`src/rtl/dsp_mac_pkg.sv`:
```
// Shared definitions for the DSP multiply-accumulate pipeline.
// Mode encodings, default widths and a small mode-decode helper.
package dsp_mac_pkg;

  localparam int A_WIDTH_DEF = 18;
  localparam int B_WIDTH_DEF = 18;
  localparam int P_WIDTH_DEF = 48;

  localparam logic [1:0] MODE_MUL      = 2'b00;
  localparam logic [1:0] MODE_MACC_ADD = 2'b01;
  localparam logic [1:0] MODE_MACC_SUB = 2'b10;

  // Reserved encoding 2'b11 decodes as MUL because it is not an accumulate mode.
  function automatic logic is_macc(input logic [1:0] m);
    return (m == MODE_MACC_ADD) || (m == MODE_MACC_SUB);
  endfunction

endpackage

```
`src/rtl/dsp_mac_acc.sv`:
```
// Third pipeline stage: accumulator/output register with wrap-around
// add/subtract and sticky overflow detection.
module dsp_mac_acc
  import dsp_mac_pkg::*;
#(
  parameter int P_WIDTH = P_WIDTH_DEF,
  parameter int SIGNED  = 1
) (
  input  logic               clk,
  input  logic               rst,
  input  logic               en,
  input  logic               in_valid,
  input  logic [1:0]         mode,
  input  logic               clr,
  input  logic [P_WIDTH-1:0] prod,
  output logic               out_valid,
  output logic [P_WIDTH-1:0] acc,
  output logic               ovf
);

  logic               macc;
  logic               sub;
  logic [P_WIDTH-1:0] base;
  logic [P_WIDTH-1:0] res;
  logic [P_WIDTH:0]   sum;
  logic               ovf_s;
  logic               ovf_now;

  // MUL is handled as 0 + prod; the extra sum bit is the unsigned carry/borrow.
  always_comb begin
    macc    = is_macc(mode);
    sub     = (mode == MODE_MACC_SUB);
    base    = (clr || !macc) ? '0 : acc;
    sum     = sub ? ({1'b0, base} - {1'b0, prod}) : ({1'b0, base} + {1'b0, prod});
    res     = sum[P_WIDTH-1:0];
    ovf_s   = sub ? ((base[P_WIDTH-1] != prod[P_WIDTH-1]) && (res[P_WIDTH-1] != base[P_WIDTH-1]))
                  : ((base[P_WIDTH-1] == prod[P_WIDTH-1]) && (res[P_WIDTH-1] != base[P_WIDTH-1]));
    ovf_now = macc && ((SIGNED != 0) ? ovf_s : sum[P_WIDTH]);
  end

  always_ff @(posedge clk or posedge rst) begin
    if (rst) begin
      out_valid <= 1'b0;
      acc       <= '0;
      ovf       <= 1'b0;
    end else if (en) begin
      out_valid <= in_valid;
      if (in_valid) begin
        acc <= res;
        ovf <= (clr || !macc) ? ovf_now : (ovf | ovf_now);
      end
    end
  end

endmodule

```
`src/rtl/dsp_mac_pipe.sv`:
```
// Three-stage multiply/accumulate pipeline with valid/ready handshake;
// a single global enable stalls every stage while the output is blocked.
module dsp_mac_pipe
  import dsp_mac_pkg::*;
#(
  parameter int A_WIDTH = A_WIDTH_DEF,
  parameter int B_WIDTH = B_WIDTH_DEF,
  parameter int P_WIDTH = P_WIDTH_DEF,
  parameter int SIGNED  = 1
) (
  input  logic               clk,
  input  logic               rst,
  input  logic               in_valid,
  output logic               in_ready,
  input  logic [A_WIDTH-1:0] a,
  input  logic [B_WIDTH-1:0] b,
  input  logic [1:0]         mode,
  input  logic               clr,
  output logic               out_valid,
  input  logic               out_ready,
  output logic [P_WIDTH-1:0] p,
  output logic               ovf
);

  localparam int PW_PROD = A_WIDTH + B_WIDTH;

  logic               en;
  logic [A_WIDTH-1:0] s1_a;
  logic [B_WIDTH-1:0] s1_b;
  logic               s1_valid;
  logic [1:0]         s1_mode;
  logic               s1_clr;
  logic [PW_PROD-1:0] ext_a;
  logic [PW_PROD-1:0] ext_b;
  logic [PW_PROD-1:0] prod_full;
  logic [P_WIDTH-1:0] prod_ext;
  logic [P_WIDTH-1:0] s2_prod;
  logic               s2_valid;
  logic [1:0]         s2_mode;
  logic               s2_clr;

  assign en       = !(out_valid && !out_ready);
  assign in_ready = en;

  always_ff @(posedge clk or posedge rst) begin
    if (rst) begin
      s1_valid <= 1'b0;
      s1_a     <= '0;
      s1_b     <= '0;
      s1_mode  <= MODE_MUL;
      s1_clr   <= 1'b0;
    end else if (en) begin
      s1_valid <= in_valid;
      s1_a     <= a;
      s1_b     <= b;
      s1_mode  <= mode;
      s1_clr   <= clr;
    end
  end

  // Operands are widened to the full product width so the low PW_PROD bits
  // of one multiply are correct for both signed and unsigned operation.
  always_comb begin
    ext_a     = {{B_WIDTH{(SIGNED != 0) && s1_a[A_WIDTH-1]}}, s1_a};
    ext_b     = {{A_WIDTH{(SIGNED != 0) && s1_b[B_WIDTH-1]}}, s1_b};
    prod_full = ext_a * ext_b;
    prod_ext  = {P_WIDTH{(SIGNED != 0) && prod_full[PW_PROD-1]}};
    prod_ext[PW_PROD-1:0] = prod_full;
  end

  always_ff @(posedge clk or posedge rst) begin
    if (rst) begin
      s2_valid <= 1'b0;
      s2_prod  <= '0;
      s2_mode  <= MODE_MUL;
      s2_clr   <= 1'b0;
    end else if (en) begin
      s2_valid <= s1_valid;
      s2_prod  <= prod_ext;
      s2_mode  <= s1_mode;
      s2_clr   <= s1_clr;
    end
  end

  dsp_mac_acc #(
    .P_WIDTH(P_WIDTH),
    .SIGNED (SIGNED)
  ) u_acc (
    .clk      (clk),
    .rst      (rst),
    .en       (en),
    .in_valid (s2_valid),
    .mode     (s2_mode),
    .clr      (s2_clr),
    .prod     (s2_prod),
    .out_valid(out_valid),
    .acc      (p),
    .ovf      (ovf)
  );

endmodule

```
`config.mk`:
```
export PLATFORM = sky130hd
export DESIGN_NAME = dsp_mac_pipe
export DESIGN_NICKNAME = d
export VERILOG_FILES = /design/src/rtl/dsp_mac_pkg.sv /design/src/rtl/dsp_mac_acc.sv /design/src/rtl/dsp_mac_pipe.sv
export SDC_FILE = /design/constraint.sdc
export NUM_CORES = 1
export LEC_CHECK = 0
export CAP_MARGIN = 20
export CORE_MARGIN = 2
export CORE_UTILIZATION = 50
export CTS_BUF_LIST = sky130_fd_sc_hd__clkbuf_8
export CTS_CLUSTER_DIAMETER = 60
export DETAILED_ROUTE_END_ITERATION = 16
export PLACE_DENSITY_LB_ADDON = 0.08
export SYNTH_ARGS = -nofsm -noshare
export SYNTH_HDL_FRONTEND = slang
export SYNTH_HIERARCHICAL = 1
export SYNTH_SLANG_ARGS = --single-unit
```
`constraint.sdc`:
```
create_clock -name clk -period 11.94 [get_ports clk]
set_clock_uncertainty 0.2 [all_clocks]
set_input_delay 1.791 -clock clk [delete_from_list [all_inputs] [get_ports clk]]
set_output_delay 1.791 -clock clk [all_outputs]
set_load 0.02 [all_outputs]
```
==> results of run 1 <==
placed cells by master, fill, tap and decap left out, drive strengths merged, types with 25 or more instances in the layout:
cell | Yosys | layout
a21oi | 107 | 107
nand2 | 416 | 416
nor3 | 26 | 26
ha | 142 | 142
a21o | 49 | 49
nand3 | 25 | 25
clkdlybuf4s50 | 0 | 93
inv | 390 | 392
xnor2 | 92 | 92
o21ai | 93 | 93
dfrtp | 130 | 130
xor2 | 36 | 36
nor2 | 86 | 86
fa | 330 | 330
and2 | 213 | 213
worst min-delay path: stages, from the launching register on:
cell                      delay [ns]
sky130_fd_sc_hd__dfrtp_1        0.35
sky130_fd_sc_hd__nand2_1        0.05
sky130_fd_sc_hd__nand2_1        0.05
routing by layer:
layer | track usage (%) | part of all wire (%) | vias up | routed length (microns)
li1 | - | - | 7607 | -
met1 | 36.96 | 48 | 7854 | 25680
met2 | 41.72 | 46 | 349 | 24850
met3 | 3.186 | 4.3 | 49 | 2288
met4 | 6.823 | 1.6 | 0 | 844
met5 | 0 | 0 | - | 0
final cells by class:
cell class,instances,area [sq um]
Fill cell,3955,19040
Multi-Input combinational cell,1798,15860
Sequential cell,130,3253
Inverter,390,1465
Timing Repair Buffer,103,1026
Tap cell,539,674.4
Clock buffer,18,247.7
Clock inverter,13,90.09
worst max path at each step:
| stage | start | endpoint | slack, ns |
|---|---|---|---|
| 3_5_place_dp | s1_a[17]$_DFFE_PP0N_ | s2_prod[32]$_DFFE_PP0N_ | 4.86 |
| 2_1_floorplan | s1_a[17]$_DFFE_PP0N_ | s2_prod[32]$_DFFE_PP0N_ | 5.36 |
| 5_1_grt | s1_a[17]$_DFFE_PP0N_ | s2_prod[32]$_DFFE_PP0N_ | 4.49 |
| 3_3_place_gp | s1_b[3]$_DFFE_PP0N_ | s2_prod[32]$_DFFE_PP0N_ | 5.01 |
| 6_report | s1_a[17]$_DFFE_PP0N_ | s2_prod[32]$_DFFE_PP0N_ | 4.80 |
| 4_1_cts | s1_a[17]$_DFFE_PP0N_ | s2_prod[32]$_DFFE_PP0N_ | 4.83 |
synth_stat cells (4+ instances only):
cell and count:
sky130_fd_sc_hd__ha_1 142, sky130_fd_sc_hd__a21oi_1 102, sky130_fd_sc_hd__o21ai_0 71, sky130_fd_sc_hd__dfrtp_1 130, sky130_fd_sc_hd__buf_1 10, sky130_fd_sc_hd__and2_1 213, sky130_fd_sc_hd__nand3_1 25, sky130_fd_sc_hd__nor4_1 11
sky130_fd_sc_hd__or3_1 6, sky130_fd_sc_hd__nor2_1 85, sky130_fd_sc_hd__nand2_1 416, sky130_fd_sc_hd__o21bai_1 10, sky130_fd_sc_hd__a211oi_1 9, sky130_fd_sc_hd__nand2b_1 8, sky130_fd_sc_hd__or4_1 5, sky130_fd_sc_hd__a31oi_1 15
sky130_fd_sc_hd__a41oi_1 4, sky130_fd_sc_hd__nor2b_1 22, sky130_fd_sc_hd__clkbuf_1 93, sky130_fd_sc_hd__xnor2_1 92, sky130_fd_sc_hd__a21o_1 49, sky130_fd_sc_hd__xor2_1 36, sky130_fd_sc_hd__o211ai_1 8, sky130_fd_sc_hd__nor3_1 26
sky130_fd_sc_hd__inv_1 390, sky130_fd_sc_hd__fa_1 330, sky130_fd_sc_hd__and3_1 9, sky130_fd_sc_hd__o21a_1 7, sky130_fd_sc_hd__o21ai_1 21, sky130_fd_sc_hd__nand4_1 13
sequential cells by signal, summed over array words and instances (netlist names):
name	flops
u_acc/ovf	1
u_acc/out_valid	1
s2_prod	36
s1_valid	1
s2_clr	1
s2_valid	1
s1_mode	2
s1_b	18
s2_mode	2
s1_clr	1
s1_a	18
u_acc/acc	48
stage by stage:
stage	std cells	hold slack (ns)	util, %
floorplan	2423	0.2386	-
global placement	2959	0.2545	53.41
detailed placement	2959	0.2598	53.41
CTS	2990	0.2772	54.23
global route	2991	0.3108	54.29
finish	2991	0.2753	54.29
logic make-up after synthesis:
kind of cell / Yosys count / synth area share [%]
simple gates: 857 / 19.61
buf+inv: 495 / 8.874
mux: 3 / 0.1552
fa+ha+maj: 472 / 39.99
xor+xnor: 128 / 5.347
flops: 130 / 15.52
compound gates: 338 / 10.52
==> impl_metrics.ini, run 1 <==
[run_status]
status = finished, final reports clean

[synthesis]
syn-cell-area_sq_um = 20970
synth_cell_type_count = 73
synth_top_cell_by_area = sky130_fd_sc_hd__fa_1
yosysWarnings = 6
ys.flop_type = sky130_fd_sc_hd__dfrtp_1
synth_edf_count = 0
yosys_register_bits = 130
leading_cell_types_by_total_area_after_synthesis = sky130_fd_sc_hd__fa_1 32%, sky130_fd_sc_hd__dfrtp_1 16%, sky130_fd_sc_hd__ha_1 8.5%, sky130_fd_sc_hd__nand2_1 7.4%, sky130_fd_sc_hd__inv_1 7.0%
synth_area_per_cell_sq_um = 8.653
async_reset_ff_share_pct = 100.0
synth_seq_area_share_pct = 15.52
syn_inst = 2423
yosysTopAreaCellShare_pct = 31.51
synth_nets = 2938

[clock_network]
clkTransAtPathRegs_ns = 0.09
cts_setup_buffers = 0
cts-hold-fix-buffers = 0
cts-buffers-inserted = 17
clockBufferDepth = 2
h_tree_level_count = 4
post_cts_resized = 0
cts_num_sinks = 130
cts_root_buf = sky130_fd_sc_hd__clkbuf_8
tritoncts = built
worst_skew_pair.late_latency_ns = 0.55

[worst_setup_path]
worstPathBufferInverterCount = 6
reg2reg_depth = 22
worst_path_max_fanout = 19
critical_path.most_common_cell = sky130_fd_sc_hd__inv_1
crit_path_depth = 22
crit-reg2reg-capture = s2_prod[32]$_DFFE_PP0N_
r2r-start = s1_a[17]$_DFFE_PP0N_
timing.critical_path.required_ns = 12.17
worst-r2r-setup-slack_ns = 4.80
crit_path_top_delay_cell = sky130_fd_sc_hd__dfrtp_1
timing.critical_path.cells = and2_1 -> fa_1 -> inv_1 -> fa_1 -> inv_1 -> ha_1 -> inv_1 -> fa_1 -> inv_1 -> fa_1 -> inv_1 -> fa_1 -> inv_1 -> ha_1 -> a21oi_1 -> o22ai_1 -> or2_2 -> a31oi_2 -> o21ai_1 -> o21a_1 -> or3_1 -> a31o_1
critPathCaptureType = register
arrival_time_at_the_worst_endpoint_ns = 7.37
crit_start_category = register
timing.critical_path.slowest_cell_delay_ns = 0.61
critPathKind = register to register
cell_type_group_with_the_largest_total_delay_on_the_critical_path = adder cells

[worst_hold_path]
worstHoldStart = s1_mode[0]$_DFFE_PP0N_
worstHoldPathType = register to register
worst_hold_path.num_cells = 2
worst_hold_path.endpoint = s1_mode[0]$_DFFE_PP0N_

[grt]
grt_max_degree = 81
grt_antenna_before_repair = 0
grt_use_total_pct = 25.82
grt_first_pass_wirelength_microns = 88620
globalRouteOverflowTotal = 0
first_global_vias = 16570

[floorplan]
fp.dieW_microns = 208.8
die_area_sq_um = 43580
floorplan.io_pins = 94
core_sq_um = 41670
die_h_microns = 208.8
row_count = 75
initial_core_util_pct = 50.32

[route]
remaining_design_rule_violation_count = 0
drt_iter0_markers = 1018
num_vias = 15860
detail_route.vias_per_cell = 5.302
post_drt_wl_per_cell_microns = 17.94
totalWireLength_microns = 53660
antenna_left = 0
drtPass1Iterations = 5

[timing]
setup_slack_ns = 4.800
max-slew-margin-rel_pct = 39.14
hold_violations = 0
slew_violations = 0
final_period_minus_worst_setup_slack_ns = 7.140
grt_setup_unrepaired = no
worst_max_slew_pin_slew_ns = 0.9106
setup_tns_ns = 0
final_setup_violating_endpoints = 0
fmax_mhz = 140.1
timing.final.crit_share_pct = 59.80

[final_layout]
final_design_area_no_fill_sq_um = 22620
antenna-diode-count = 0
design.final.nets = 2955
layout_cells_sized_above_1_pct = 3.059
layout-area-overhead-vs-synth_pct = 7.895

[placement]
gp_congestion = 0.8946
place.port_buffers = 93
placed_area_sq_um = 22260
preCtsSetupSlack_ns = 4.863
dpl.hpwl_microns = 43090

[run]
drv.max_cap_violation_count = 0
Power of run 1 is left out: the tool's default activity adds up to more than one toggle a clock period on the data nets, which glitch-free logic cannot reach.
==> run 2, diff against run 1 <==
==> constraint.sdc (replaced) <==
create_clock -name clk -period 6.8 [get_ports clk]
set_clock_uncertainty 0.2 [all_clocks]
set_input_delay 1.02 -clock clk [delete_from_list [all_inputs] [get_ports clk]]
set_output_delay 1.02 -clock clk [all_outputs]
set_load 0.02 [all_outputs]
==> impl_metrics.ini, run 2 (same netlist as run 1, synthesis figures left out) <==
[timing]
finalHoldWorstSlack_ns = 0.2764
final_period_minus_worst_setup_slack_ns = 6.520
fmax_mhz = 153.4
slew_violations = 0
hold_violations = 0
setup_tns_ns = 0
setup_slack_ns = 0.2805
max-slew-margin-rel_pct = 43.84
timing.final.crit_share_pct = 95.88
final_setup_violating_endpoints = 0
worst_max_slew_pin_slew_ns = 0.8425

[route]
drt_iter0_markers = 914
num_vias = 16060
detail_route.vias_per_cell = 5.246
totalWireLength_microns = 54390
drtPass1Iterations = 5
antenna_left = 0
post_drt_wl_per_cell_microns = 17.77
remaining_design_rule_violation_count = 0

[final_layout]
registers.top_by_ff_count = u_acc/acc
layout_cells_sized_above_1_pct = 6.542
layout-area-overhead-vs-synth_pct = 10.80
antenna-diode-count = 0
design.final.nets = 3025
mostFrequentLayoutCell = sky130_fd_sc_hd__nand2_1
largest_register_ff_count = 48
final_design_area_no_fill_sq_um = 23230
reg.largest.list = u_acc/acc x48, s2_prod x36
mostFrequentLayoutCells = 415 x sky130_fd_sc_hd__nand2_1, 387 x sky130_fd_sc_hd__inv_1, 330 x sky130_fd_sc_hd__fa_1

[clock_network]
cts-buffers-inserted = 17
cts_root_buf = sky130_fd_sc_hd__clkbuf_8
h_tree_level_count = 4
cts_num_sinks = 130
clockBufferDepth = 2
worst_skew_pair.late_latency_ns = 0.55
cts-hold-fix-buffers = 0
tritoncts = built
clkTransAtPathRegs_ns = 0.07

[worst_setup_path]
worst-r2r-setup-slack_ns = 0.28
arrival_time_at_the_worst_endpoint_ns = 6.75
worstPathBufferInverterCount = 5
critPathKind = register to register
critical_path.most_common_cell = sky130_fd_sc_hd__fa_1
worst_path_max_fanout = 13
crit_start_category = register
cell_type_group_with_the_largest_total_delay_on_the_critical_path = adder cells
timing.critical_path.cells = buf_4 -> and2_1 -> fa_1 -> fa_1 -> ha_1 -> inv_1 -> fa_1 -> inv_1 -> fa_1 -> inv_1 -> fa_1 -> inv_1 -> ha_1 -> and4_1 -> a221o_1 -> o211ai_4 -> o31ai_4 -> a21oi_4 -> o311ai_1 -> a2111o_1 -> o311ai_2
timing.critical_path.required_ns = 7.03
crit_path_top_delay_cell = sky130_fd_sc_hd__fa_1
critPathCaptureType = register
timing.critical_path.slowest_cell_delay_ns = 0.57

[grt]
grt_first_pass_wirelength_microns = 88680
grt_antenna_before_repair = 0
globalRouteOverflowTotal = 0
grt_use_total_pct = 25.91
first_global_vias = 16530
grt_max_degree = 96

[floorplan]
core_sq_um = 41670
initial_core_util_pct = 50.32
die_h_microns = 208.8
fp.dieW_microns = 208.8
row_count = 75
die_area_sq_um = 43580
floorplan.io_pins = 94

[placement]
preCtsSetupSlack_ns = -0.01974
dpl.hpwl_microns = 44940
gp_congestion = 0.8809
place.port_buffers = 93
placed_area_sq_um = 22640

[run]
drv.max_cap_violation_count = 0

[worst_hold_path]
worstHoldPathType = register to register

[run_status]
status = finished, final reports clean
-- run 2: cell types whose count changed in the layout (fill, tap and decap cells not counted), sizes merged --
cell / before / now
inv: 392 / 394
buf: 10 / 80
clkinv: 8 / 6
-- run 2: worst register-to-register path: stages (launching register included) --
cell and delay (ns):
sky130_fd_sc_hd__dfrtp_2 0.46, sky130_fd_sc_hd__buf_4 0.21, sky130_fd_sc_hd__and2_1 0.19, sky130_fd_sc_hd__fa_1 0.57, sky130_fd_sc_hd__fa_1 0.43, sky130_fd_sc_hd__ha_1 0.33
sky130_fd_sc_hd__inv_1 0.07, sky130_fd_sc_hd__fa_1 0.51, sky130_fd_sc_hd__inv_1 0.06, sky130_fd_sc_hd__fa_1 0.53, sky130_fd_sc_hd__inv_1 0.05, sky130_fd_sc_hd__fa_1 0.47
sky130_fd_sc_hd__inv_1 0.04, sky130_fd_sc_hd__ha_1 0.33, sky130_fd_sc_hd__and4_1 0.23, sky130_fd_sc_hd__a221o_1 0.40, sky130_fd_sc_hd__o211ai_4 0.29, sky130_fd_sc_hd__o31ai_4 0.15
sky130_fd_sc_hd__a21oi_4 0.21, sky130_fd_sc_hd__o311ai_1 0.16, sky130_fd_sc_hd__a2111o_1 0.44, sky130_fd_sc_hd__o311ai_2 0.09
-- run 2: worst paths after layout --
check                      depth (start not counted)           startpoint                       to
max                                               21  s1_b[0]$_DFFE_PP0N_  s2_prod[33]$_DFFE_PP0N_
min in group asynchronous                          3                  rst     s1_b[10]$_DFFE_PP0N_
min                                                2   s1_clr$_DFFE_PP0N_       s1_clr$_DFFE_PP0N_
max in group asynchronous                          4                  rst  s2_prod[11]$_DFFE_PP0N_
max reg2reg                                       21  s1_b[0]$_DFFE_PP0N_  s2_prod[33]$_DFFE_PP0N_
min reg2reg                                        2   s1_clr$_DFFE_PP0N_       s1_clr$_DFFE_PP0N_
-- run 2: cell type report --
class / count / area, sq um
Multi-Input combinational cell: 1798 / 15880
Clock inverter: 13 / 105.1
Timing Repair Buffer: 173 / 1578
Fill cell: 3914 / 18440
Sequential cell: 130 / 3283
Inverter: 390 / 1465
Clock buffer: 18 / 247.7
Tap cell: 539 / 674.4
-- run 2: what timing repair did --
item | 4_1_cts | 5_1_grt
gates resized for setup | 2 | 22
pin swaps | 0 | 1
cloned | 0 | 0
setup endpoints to repair | 1 | 9
setup buffers | 0 | 21
-- run 2: metal layers --
layer | vias up | routed length, microns | track usage, %
met5 | - | 0 | 0
met2 | 393 | 25270 | 42.06
met3 | 49 | 2477 | 3.922
li1 | 7738 | - | -
met1 | 7877 | 25740 | 36.51
met4 | 0 | 900 | 6.700
-- run 2: per-stage QoR --
stage / utilization, % / cells
2_1_floorplan: - / 2423
3_3_place_gp: 54.31 / 3007
3_5_place_dp: 54.35 / 3008
4_1_cts: 55.20 / 3039
5_1_grt: 55.75 / 3061
6_report: 55.75 / 3061
Power of run 2 is left out for the same reason.
==> run 3, diff against run 2 <==
==> constraint.sdc (replaced) <==
create_clock -name clk -period 6.56 [get_ports clk]
set_clock_uncertainty 0.2 [all_clocks]
set_input_delay 0.984 -clock clk [delete_from_list [all_inputs] [get_ports clk]]
set_output_delay 0.984 -clock clk [all_outputs]
set_load 0.02 [all_outputs]
==> impl_metrics.ini, run 3 (same netlist as run 1, synthesis figures left out) <==
[timing]
fmax_mhz = 159.1
grt_setup_unrepaired = no
finalHoldWorstSlack_ns = 0.2615
hold_violations = 0
final_setup_violating_endpoints = 0
max-slew-margin-rel_pct = 31.16
setup_tns_ns = 0
timing.final.crit_share_pct = 95.84
final_period_minus_worst_setup_slack_ns = 6.287
slew_violations = 0
worst_max_slew_pin_slew_ns = 1.032

[worst_setup_path]
timing.critical_path.required_ns = 6.78
crit_start_category = register
arrival_time_at_the_worst_endpoint_ns = 6.51
critPathCaptureType = register
critPathKind = register to register
worst_path_max_fanout = 7

[clock_network]
tritoncts = built
worst_skew_pair.late_latency_ns = 0.55
cts-hold-fix-buffers = 0
cts-buffers-inserted = 17
cts_root_buf = sky130_fd_sc_hd__clkbuf_8
clockBufferDepth = 2
cts_num_sinks = 130
clkTransAtPathRegs_ns = 0.09
h_tree_level_count = 4

[route]
num_vias = 16070
antenna_left = 0
drtPass1Iterations = 5
detail_route.vias_per_cell = 5.234
drt_iter0_markers = 880
totalWireLength_microns = 53980
post_drt_wl_per_cell_microns = 17.58
remaining_design_rule_violation_count = 0

[grt]
grt_first_pass_wirelength_microns = 87870
grt_max_degree = 96
grt_antenna_before_repair = 1
first_global_vias = 16300
globalRouteOverflowTotal = 0
grt_use_total_pct = 25.68

[final_layout]
registers.top_by_ff_count = u_acc/acc
layout_cells_sized_above_1_pct = 7.662
mostFrequentLayoutCell = sky130_fd_sc_hd__nand2_1
final.fill_count = 3887
layout-area-overhead-vs-synth_pct = 11.95
largest_register_ff_count = 48
mostFrequentLayoutCells = 415 x sky130_fd_sc_hd__nand2_1, 387 x sky130_fd_sc_hd__inv_1, 330 x sky130_fd_sc_hd__fa_1
antenna-diode-count = 0
reg.largest.list = u_acc/acc x48, s2_prod x36
design.final.nets = 3034

[floorplan]
core_sq_um = 41670
initial_core_util_pct = 50.32
row_count = 75
floorplan.io_pins = 94
die_area_sq_um = 43580
die_h_microns = 208.8
fp.dieW_microns = 208.8

[run_status]
status = finished, final reports clean

[placement]
dpl.hpwl_microns = 44620
place.port_buffers = 93
gp_congestion = 0.9218

[worst_hold_path]
worstHoldPathType = register to register

[run]
drv.max_cap_violation_count = 0
## run 3: cell count changes in the layout (fill, tap and decap cells not counted), moves of 3 or more
cell,delta
sky130_fd_sc_hd__dfrtp_2,+13
sky130_fd_sc_hd__dfrtp_1,-11
sky130_fd_sc_hd__buf_4,+7
sky130_fd_sc_hd__bufinv_16,+5
sky130_fd_sc_hd__a21oi_2,+3
## run 3: critical path, cell delays in order, from the launching register on
cell and delay [ns]:
sky130_fd_sc_hd__dfrtp_2 0.50, sky130_fd_sc_hd__and2_1 0.24, sky130_fd_sc_hd__fa_1 0.61, sky130_fd_sc_hd__inv_2 0.09, sky130_fd_sc_hd__fa_1 0.50, sky130_fd_sc_hd__inv_1 0.06
sky130_fd_sc_hd__ha_2 0.33, sky130_fd_sc_hd__inv_1 0.08, sky130_fd_sc_hd__fa_1 0.48, sky130_fd_sc_hd__inv_1 0.05, sky130_fd_sc_hd__fa_1 0.52, sky130_fd_sc_hd__inv_1 0.05
sky130_fd_sc_hd__fa_1 0.48, sky130_fd_sc_hd__inv_1 0.04, sky130_fd_sc_hd__ha_1 0.31, sky130_fd_sc_hd__a21oi_1 0.21, sky130_fd_sc_hd__o22ai_1 0.11, sky130_fd_sc_hd__or2_2 0.30
sky130_fd_sc_hd__a31oi_4 0.18, sky130_fd_sc_hd__o21ai_2 0.09, sky130_fd_sc_hd__o21a_1 0.19, sky130_fd_sc_hd__or3_1 0.30, sky130_fd_sc_hd__a31o_1 0.22
## run 3: final timing paths
check / startpoint / endpoint / slack, ns / depth (start not counted)
min: s1_mode[1]$_DFFE_PP0N_ / s2_mode[1]$_DFFE_PP0N_ / 0.26 / 2
max reg2reg: s1_a[17]$_DFFE_PP0N_ / s2_prod[32]$_DFFE_PP0N_ / 0.27 / 22
min in group asynchronous: rst / s2_prod[33]$_DFFE_PP0N_ / 0.73 / 3
max: s1_a[17]$_DFFE_PP0N_ / s2_prod[32]$_DFFE_PP0N_ / 0.27 / 22
max in group asynchronous: rst / s1_a[10]$_DFFE_PP0N_ / 4.76 / 4
min reg2reg: s1_mode[1]$_DFFE_PP0N_ / s2_mode[1]$_DFFE_PP0N_ / 0.26 / 2
## run 3: repair_timing
item,CTS,global route
resized for setup,0,41
endpoints found under the setup margin,0,9
buffers inserted,0,17
## run 3: metrics by stage
| stage | cell area [sq um] | setup slack (ns) | util [%] | cells |
|---|---|---|---|---|
| finish | 23470 | 0.2729 | 56.33 | 3071 |
| floorplan | 20970 | 0.04612 | - | 2423 |
| detailed placement | 22740 | 0.07298 | 54.57 | 3021 |
| global route | 23470 | 0.006416 | 56.33 | 3071 |
| global placement | 22740 | 0.1447 | 54.57 | 3021 |
| CTS | 23210 | 0.02572 | 55.71 | 3053 |
## run 3: area by class of cell
| cell class | instances | area, sq um | share of cell area, % |
|---|---|---|---|
| timing repair buffer | 182 | 1648 | 7.021 |
| sequential | 130 | 3292 | 14.03 |
| tap | 539 | 674.4 | 2.873 |
| clock inverter | 14 | 227.7 | 0.9702 |
| clock buffer | 18 | 247.7 | 1.055 |
| multi-input combinational | 1798 | 15920 | 67.81 |
| inverter | 390 | 1465 | 6.242 |
## run 3: metal layers
metal,GRT usage (%),part of all wire [%],vias up
met2,41.33,46,362
met4,6.108,1.4,0
met1,37.15,48,7908
li1,-,-,7761
met3,3.216,4.7,43
met5,0,0,-
Power of run 3 is left out for the same reason.
